`src/rtl/dmem_port_arbiter.sv`:
```
// dmem_port_arbiter
//   Shares the single-port data SRAM pair (two 256x8 macros forming one
//   DW-bit word) between the processor and the host loader port.
//   The processor normally wins. After STARVE_LIMIT consecutive cycles in
//   which a pending host request loses, the host is forced through and the
//   processor is stalled for that one cycle.
//
// Ports
//   clk, reset_n          clock (also clocks the SRAMs), async active-low reset
//   p_req/p_we/p_addr/p_wdata   processor access request
//   p_rdata               processor read data, valid the cycle after acceptance
//   p_stall               processor access not accepted this cycle
//   h_req/h_we/h_be/h_addr/h_wdata   host request, held until h_ack
//   h_ack, h_rdata        one-cycle host completion pulse and read data
//   mem_cen/mem_gwen/mem_wen/mem_addr/mem_d   SRAM drive (active-low controls)
//   mem_q                 SRAM read data, one cycle after address sampling
`timescale 1ns/1ps

module dmem_port_arbiter #(
  parameter int AW           = 8,
  parameter int DW           = 16,
  parameter int STARVE_LIMIT = 8
) (
  input  logic            clk,
  input  logic            reset_n,
  input  logic            p_req,
  input  logic            p_we,
  input  logic [AW-1:0]   p_addr,
  input  logic [DW-1:0]   p_wdata,
  output logic [DW-1:0]   p_rdata,
  output logic            p_stall,
  input  logic            h_req,
  input  logic            h_we,
  input  logic [DW/8-1:0] h_be,
  input  logic [AW-1:0]   h_addr,
  input  logic [DW-1:0]   h_wdata,
  output logic            h_ack,
  output logic [DW-1:0]   h_rdata,
  output logic            mem_cen,
  output logic            mem_gwen,
  output logic [DW-1:0]   mem_wen,
  output logic [AW-1:0]   mem_addr,
  output logic [DW-1:0]   mem_d,
  input  logic [DW-1:0]   mem_q
);

  localparam int CW = $clog2(STARVE_LIMIT + 1);
  localparam int BW = DW / 8;

  typedef enum logic {
    IDLE  = 1'b0,
    H_ACK = 1'b1
  } state_t;

  state_t        state_q, state_d;
  logic [CW-1:0] starve_cnt;
  logic          starved;
  logic          h_pending;
  logic          host_win;
  logic          p_access;
  logic          p_rd_q;
  logic [DW-1:0] p_hold;
  logic [DW-1:0] h_wen;

  assign starved = (starve_cnt == CW'(STARVE_LIMIT));

  // Arbitration is qualified by reset_n so the SRAM sees no access at all
  // while reset is asserted, even if requests are still held high.
  assign h_pending = reset_n && h_req && (state_q == IDLE);
  assign host_win  = h_pending && (!p_req || starved);
  assign p_access  = reset_n && p_req && !host_win;
  assign p_stall   = p_req && host_win;

  // Host byte enables expand to active-low per-bit write enables.
  always_comb begin
    h_wen = '1;
    for (int i = 0; i < BW; i++) begin
      h_wen[i*8 +: 8] = {8{~h_be[i]}};
    end
  end

  // SRAM drive: host grant, processor access, or idle.
  always_comb begin
    mem_cen  = 1'b1;
    mem_gwen = 1'b1;
    mem_wen  = '1;
    mem_addr = '0;
    mem_d    = '0;
    if (host_win) begin
      mem_cen  = 1'b0;
      mem_gwen = !h_we;
      mem_wen  = h_we ? h_wen : '1;
      mem_addr = h_addr;
      mem_d    = h_wdata;
    end else if (p_access) begin
      mem_cen  = 1'b0;
      mem_gwen = !p_we;
      mem_wen  = p_we ? '0 : '1;
      mem_addr = p_addr;
      mem_d    = p_wdata;
    end
  end

  always_comb begin
    state_d = state_q;
    case (state_q)
      IDLE:    if (host_win) state_d = H_ACK;
      H_ACK:   state_d = IDLE;
      default: state_d = IDLE;
    endcase
  end

  always_ff @(posedge clk or negedge reset_n) begin
    if (!reset_n) begin
      state_q    <= IDLE;
      starve_cnt <= '0;
      p_rd_q     <= 1'b0;
      p_hold     <= '0;
    end else begin
      state_q <= state_d;
      if (host_win || !h_req) begin
        starve_cnt <= '0;
      end else if (h_pending && p_req && !starved) begin
        starve_cnt <= starve_cnt + 1'b1;
      end
      p_rd_q <= p_access && !p_we;
      if (p_rd_q) begin
        p_hold <= mem_q;
      end
    end
  end

  // Read data comes straight from the macro on the return cycle and from
  // the hold register afterwards, so the processor sees a stable value.
  assign p_rdata = p_rd_q ? mem_q : p_hold;
  assign h_ack   = (state_q == H_ACK);
  assign h_rdata = h_ack ? mem_q : '0;

endmodule

```
`config.mk`:
```
export PLATFORM = sky130hd
export DESIGN_NAME = dmem_port_arbiter
export DESIGN_NICKNAME = d
export VERILOG_FILES = /design/src/rtl/dmem_port_arbiter.sv
export SDC_FILE = /design/constraint.sdc
export NUM_CORES = 1
export LEC_CHECK = 0
export ABC_AREA = 1
export CORE_UTILIZATION = 34
export DETAILED_ROUTE_END_ITERATION = 8
export PLACE_DENSITY_LB_ADDON = 0.3
export SLEW_MARGIN = 20
export SYNTH_ARGS = -nofsm -noshare
export SYNTH_HDL_FRONTEND = slang
export SYNTH_SLANG_ARGS = --single-unit
```
`constraint.sdc`:
```
create_clock -name clk -period 2.45 [get_ports clk]
set_input_delay 0.245 -clock clk [delete_from_list [all_inputs] [get_ports clk]]
set_output_delay 0.245 -clock clk [all_outputs]
set_load 0.02 [all_outputs]
```
# After elaboration in Yosys (flattened, before gate mapping)
# Index checks and enable logic that the tools add are counted.
dict set report word_totals {
  input_bits 72
  register_bits 22
  wordCells 45
  output_inout_bits 76
}
dict set report op_classes {
  n_eq_ne 1
  muxes 18
  reduce_logical 18
  add_sub_neg 1
  bitwise 3
}
# operator count
set op_table {}
lappend op_table {{16-bit 2-to-1 mux} 8}
lappend op_table {{8-bit 2-to-1 mux} 2}
lappend op_table {{1-bit logical AND} 9}
lappend op_table {{4-bit 2-to-1 mux} 2}
lappend op_table {{1-bit zero test} 6}
lappend op_table {{1-bit 2-to-1 mux} 5}
lappend op_table {{4-bit by 1-bit adder with 4-bit output (second input constant)} 1}
lappend op_table {{4-bit equality test (second input constant)} 1}
lappend op_table {{1-bit NOT} 3}
lappend op_table {{1-bit logical OR} 2}
lappend op_table {{1-bit one-hot mux with 2 select lines} 1}
lappend op_table {{2-bit nonzero test} 1}

# Longest topological paths before layout
dict set report logic_depth {
  word_depth 7
  mapped_depth 8
  mapped_depth_nobuf 8
}

# Worst setup path before layout
# OpenSTA, ideal clock, no wires.
dict set report synth_timing {
  path_type {reg-to-output}
  startpoint {register starve_cnt[0]}
  endpoint {output port mem_wen[10]}
  path_stages_with_launch 9
  t_required_ns 2.205
  slack_ns 0.616
  arrival_ns 1.589
  path_buffers 1
  path_cell_list {dfrtp_1 > inv_1 > ha_1 > nand3_2 > nand2_4 > nand2_4 > o21ai_0 > nand2_1 > buf_4}
}
dict set report synth_via {
  elab_chain_len 7
}
# element line
set synth_rtl {}
lappend synth_rtl {{start: declaration} 56} ;# logic [CW-1:0] starve_cnt;
lappend synth_rtl {{start signal: assignment} 124} ;# starve_cnt <= starve_cnt + 1'b1;
lappend synth_rtl {{4-bit equality test *} 65} ;# assign starved = (starve_cnt == CW'(STARVE_LIMIT));
lappend synth_rtl {{1-bit logical OR *} 70} ;# assign host_win = h_pending && (!p_req || starved);
lappend synth_rtl {{1-bit logical AND *} 70}
lappend synth_rtl {{1-bit zero test} 71} ;# assign p_access = reset_n && p_req && !host_win;
lappend synth_rtl {{1-bit logical AND} 71}
lappend synth_rtl {{16-bit 2-to-1 mux} 95} ;# end else if (p_access) begin
lappend synth_rtl {{16-bit 2-to-1 mux *} 89} ;# if (host_win) begin
lappend synth_rtl {{end: declaration} 41} ;# output logic [DW-1:0] mem_wen,
# Mark *: on every way between the ends. The rest lies on a longest branch, timed or not.

# Worst setup path after layout
dict set report layout_timing {
  startpoint {register starve_cnt[0]}
  endpoint {output port mem_wen[5]}
}
# The elaborated chain is that of the path after synthesis.

==> run_summary.xml <==
<?xml version="1.0" encoding="UTF-8"?>
<metrics>
  <group name="drt">
    <metric name="dr.first_iter.drc_count" unit="">110</metric>
    <metric name="via_per_instance_ratio" unit="">4.701</metric>
    <metric name="detail_route.wl_per_cell" unit="um">12.96</metric>
    <metric name="vias" unit="">1918</metric>
    <metric name="detail-route-antenna-nets" unit="">0</metric>
    <metric name="drtPass1Iterations" unit="">4</metric>
    <metric name="detail_route.wirelength" unit="mm">5.286</metric>
    <metric name="post-route-drc-count" unit="">0</metric>
  </group>
  <group name="clock_tree">
    <metric name="cts_tree" unit="">yes</metric>
    <metric name="cts_inserted_buffers" unit="">3</metric>
    <metric name="clock-sinks" unit="">22</metric>
    <metric name="cts_max_level" unit="">1</metric>
    <metric name="clockRootBuffer" unit="">sky130_fd_sc_hd__clkbuf_8</metric>
    <metric name="postCtsSetupBuffers" unit="">0</metric>
    <metric name="cts-hold-fix-buffers" unit="">0</metric>
    <metric name="worst_skew_pair_later_pin_latency" unit="ns">0.26</metric>
    <metric name="clockBufferDepth" unit="">2</metric>
    <metric name="clk_pin_slew_worst_paths" unit="ns">0.08</metric>
  </group>
  <group name="sta">
    <metric name="report.final.hold_viol_count" unit="">0</metric>
    <metric name="timing.final.max_slew_violations" unit="">0</metric>
    <metric name="tightest_slew" unit="ns">0.2722</metric>
    <metric name="post-route-worst-setup-slack" unit="ns">0.1421</metric>
    <metric name="slew-limit-headroom" unit="">0.8173</metric>
    <metric name="skew" unit="ns">0.004708</metric>
    <metric name="fmax_achieved" unit="GHz">0.4333</metric>
    <metric name="grt_setup_unrepaired" unit="">false</metric>
    <metric name="layout_min_cycle_time" unit="ns">2.308</metric>
    <metric name="setup_viol_count_final" unit="">0</metric>
    <metric name="finalSetupTns" unit="ns">0</metric>
    <metric name="final.period_utilization" unit="">0.9420</metric>
  </group>
  <group name="global_route">
    <metric name="grt_overflow" unit="">0</metric>
    <metric name="antenna_found_initial" unit="">0</metric>
    <metric name="first_global_vias" unit="">1890</metric>
    <metric name="grt_start_max_net_pins" unit="">24</metric>
    <metric name="grt_first_pass_wirelength" unit="mm">8.673</metric>
    <metric name="groute.usage.overall" unit="">0.2111</metric>
  </group>
  <group name="synthesis">
    <metric name="synth.cell_area" unit="sq um">1643</metric>
    <metric name="synth_cell_type_count" unit="">21</metric>
    <metric name="synth.yosys.warnings" unit="">0</metric>
    <metric name="synth-seq-cells" unit="">22</metric>
    <metric name="avgSynthCellArea" unit="sq um">7.501</metric>
    <metric name="synth.yosys.seq_area_share" unit="">0.3351</metric>
    <metric name="syn-num-nets" unit="">293</metric>
    <metric name="synth_cells" unit="">219</metric>
  </group>
  <group name="worst_setup_path">
    <metric name="arrival" unit="ns">2.06</metric>
    <metric name="cp-start-kind" unit="">flop</metric>
    <metric name="critical_path.top_delay_family" unit="">buffers and inverters</metric>
    <metric name="cp_cell_sequence" unit="">inv_1 &gt; ha_1 &gt; nand3_2 &gt; nand2_4 &gt; buf_4 &gt; nand3_1 &gt; nand2_2 &gt; dlygate4sd2_1</metric>
    <metric name="worst-path-buf-inv" unit="">3</metric>
    <metric name="crit_fanout" unit="">12</metric>
    <metric name="cp.required" unit="ns">2.20</metric>
    <metric name="critical-path-slowest-cell" unit="">sky130_fd_sc_hd__dfrtp_1</metric>
    <metric name="timing.critical_path.to_type" unit="">primary output</metric>
    <metric name="criticalPathCategory" unit="">flop to primary output</metric>
    <metric name="critPathMaxStageDelay" unit="ns">0.38</metric>
  </group>
  <group name="power">
    <metric name="power-per-cell-area" unit="nW/um^2">473.1</metric>
    <metric name="ir_drop_worst_case_vdd" unit="mV">0.2469</metric>
    <metric name="power.leakage" unit="nW">1.568</metric>
  </group>
  <group name="placed_design">
    <metric name="port_buf_inserts" unit="">147</metric>
    <metric name="routability_congestion_estimate" unit="">0.8484</metric>
    <metric name="detailedPlacementHpwl" unit="mm">4.212</metric>
    <metric name="pre_cts_slack" unit="ns">0.09182</metric>
  </group>
  <group name="layout">
    <metric name="count_of_inserted_antenna_diode_cells" unit="">0</metric>
    <metric name="sequential_cell_area" unit="sq um">550.5</metric>
    <metric name="nets" unit="">431</metric>
    <metric name="drive_above_1_share" unit="">0.1489</metric>
    <metric name="filler_cell_count" unit="">383</metric>
    <metric name="synthToLayoutAreaGrowth" unit="%">87.81</metric>
    <metric name="multi_input_area" unit="sq um">795.8</metric>
  </group>
  <group name="floorplanning">
    <metric name="core" unit="sq um">4504</metric>
    <metric name="floorplan.die_area" unit="sq um">5114</metric>
    <metric name="initial_core_util" unit="">0.3647</metric>
    <metric name="io-pin-count" unit="">148</metric>
    <metric name="core.rowCount" unit="">24</metric>
    <metric name="floorplan.die.height" unit="um">71.51</metric>
    <metric name="chipWidth" unit="um">71.51</metric>
  </group>
  <group name="run">
    <metric name="max-cap-violations" unit="">0</metric>
  </group>
  <group name="hold_path">
    <metric name="timing.hold.worst.class" unit="">input port to async pin</metric>
  </group>
  <group name="run_status">
    <metric name="run_status" unit="">finished, final reports clean</metric>
  </group>
</metrics>
==> report_power, final <==
group	internal, mW	total [mW]	switching (mW)
registers	0.429	0.448	0.0198
clock network	0.218	0.327	0.109
logic	0.345	0.684	0.339
==> final timing paths <==
path	from	end	slack, ns	cells after the start
setup / recovery	starve_cnt[0]	mem_wen[5]	0.14	8
hold / removal	reset_n	starve_cnt[0]	0.50	3
setup reg to reg	starve_cnt[0]	starve_cnt[2]	0.93	8
hold reg to reg	p_hold[5]	p_hold[5]	0.50	1
max in group asynchronous	reset_n	p_hold[6]	1.72	3
min in group clk	p_hold[5]	p_hold[5]	0.50	1
==> per-layer routing <==
metal / wire length, um / track usage / up-vias
met5: 0 / 0 / -
met4: 109 / 0.06754 / 0
met3: 318 / 0.04641 / 10
met2: 2779 / 0.3884 / 79
met1: 2078 / 0.2431 / 867
li1: - / - / 962
==> final cells by class <==
class | count | share of cell area
clock buffers | 3 | 0.01338
clock inverters | 1 | 0.009732
inverters | 25 | 0.03041
multi-input cells | 145 | 0.2579
flip-flops and latches | 22 | 0.1784
well taps | 52 | 0.02109
repair buffers | 160 | 0.4891
==> registers in the layout, indices dropped and copies added (netlist names) <==
signal	cells
p_rd_q	1
p_hold	16
h_ack	1
starve_cnt	4
==> Yosys cell counts (all sizes together) <==
cell type	number	area (sq um)
a21oi	2	10.01
buf	26	203.9
clkbuf	1	3.750
dfrtp	22	550.5
ha	2	25.02
inv	25	93.84
mux2	16	180.2
nand2	61	246.5
nand3	54	275.3
nand3b	1	7.510
nand4	1	6.260
nor2	6	30.03
o21ai	2	10.01
==> logic make-up after synthesis <==
group,count (synthesis),synth area share
fa+ha+maj,2,0.01523
mux,16,0.1097
buf+inv,52,0.1835
simple gates,123,0.3443
flops,22,0.3351
compound gates,4,0.01219
==> worst register-to-register path, cell delays in order (launching register included) <==
cell and delay [ns]:
sky130_fd_sc_hd__dfrtp_1 0.38, sky130_fd_sc_hd__inv_1 0.13, sky130_fd_sc_hd__ha_1 0.24, sky130_fd_sc_hd__nand3_2 0.15, sky130_fd_sc_hd__nand2_4 0.12, sky130_fd_sc_hd__nand2_4 0.08, sky130_fd_sc_hd__buf_6 0.18, sky130_fd_sc_hd__nand2_1 0.10
sky130_fd_sc_hd__nor2_1 0.05
==> metrics by stage <==
stage,instances,power (mW),instance area [sq um],utilization,hold WS [ns]
after floorplan,219,0.8019,1643,-,-0.05059
after global placement,404,1.151,3094,0.6869,0.4776
after detailed placement,404,1.166,3094,0.6869,0.4834
after CTS,408,1.475,3118,0.6922,0.5001
after global routing,408,1.534,3085,0.6850,0.5075
final,408,1.460,3085,0.6850,0.4985
==> cell usage in the layout (no fill, tap or decap), types with 3 or more instances in the layout <==
| cell type | count |
|---|---|
| sky130_fd_sc_hd__mux2_2 | 16 |
| sky130_fd_sc_hd__nor2_1 | 5 |
| sky130_fd_sc_hd__clkbuf_8 | 3 |
| sky130_fd_sc_hd__nand3_1 | 53 |
| sky130_fd_sc_hd__clkbuf_2 | 11 |
| sky130_fd_sc_hd__inv_1 | 23 |
| sky130_fd_sc_hd__clkdlybuf4s50_1 | 105 |
| sky130_fd_sc_hd__nand2_2 | 3 |
| sky130_fd_sc_hd__dlygate4sd2_1 | 29 |
| sky130_fd_sc_hd__dfrtp_1 | 22 |
| sky130_fd_sc_hd__buf_4 | 10 |
| sky130_fd_sc_hd__nand2_1 | 56 |
==> what timing repair did <==
action / in CTS / in global routing
pin swaps: 0 / 2
resized for setup: 42 / 27
setup endpoints to repair: 41 / 27
cloned: 0 / 0
(Power assumes the default switching activity.)
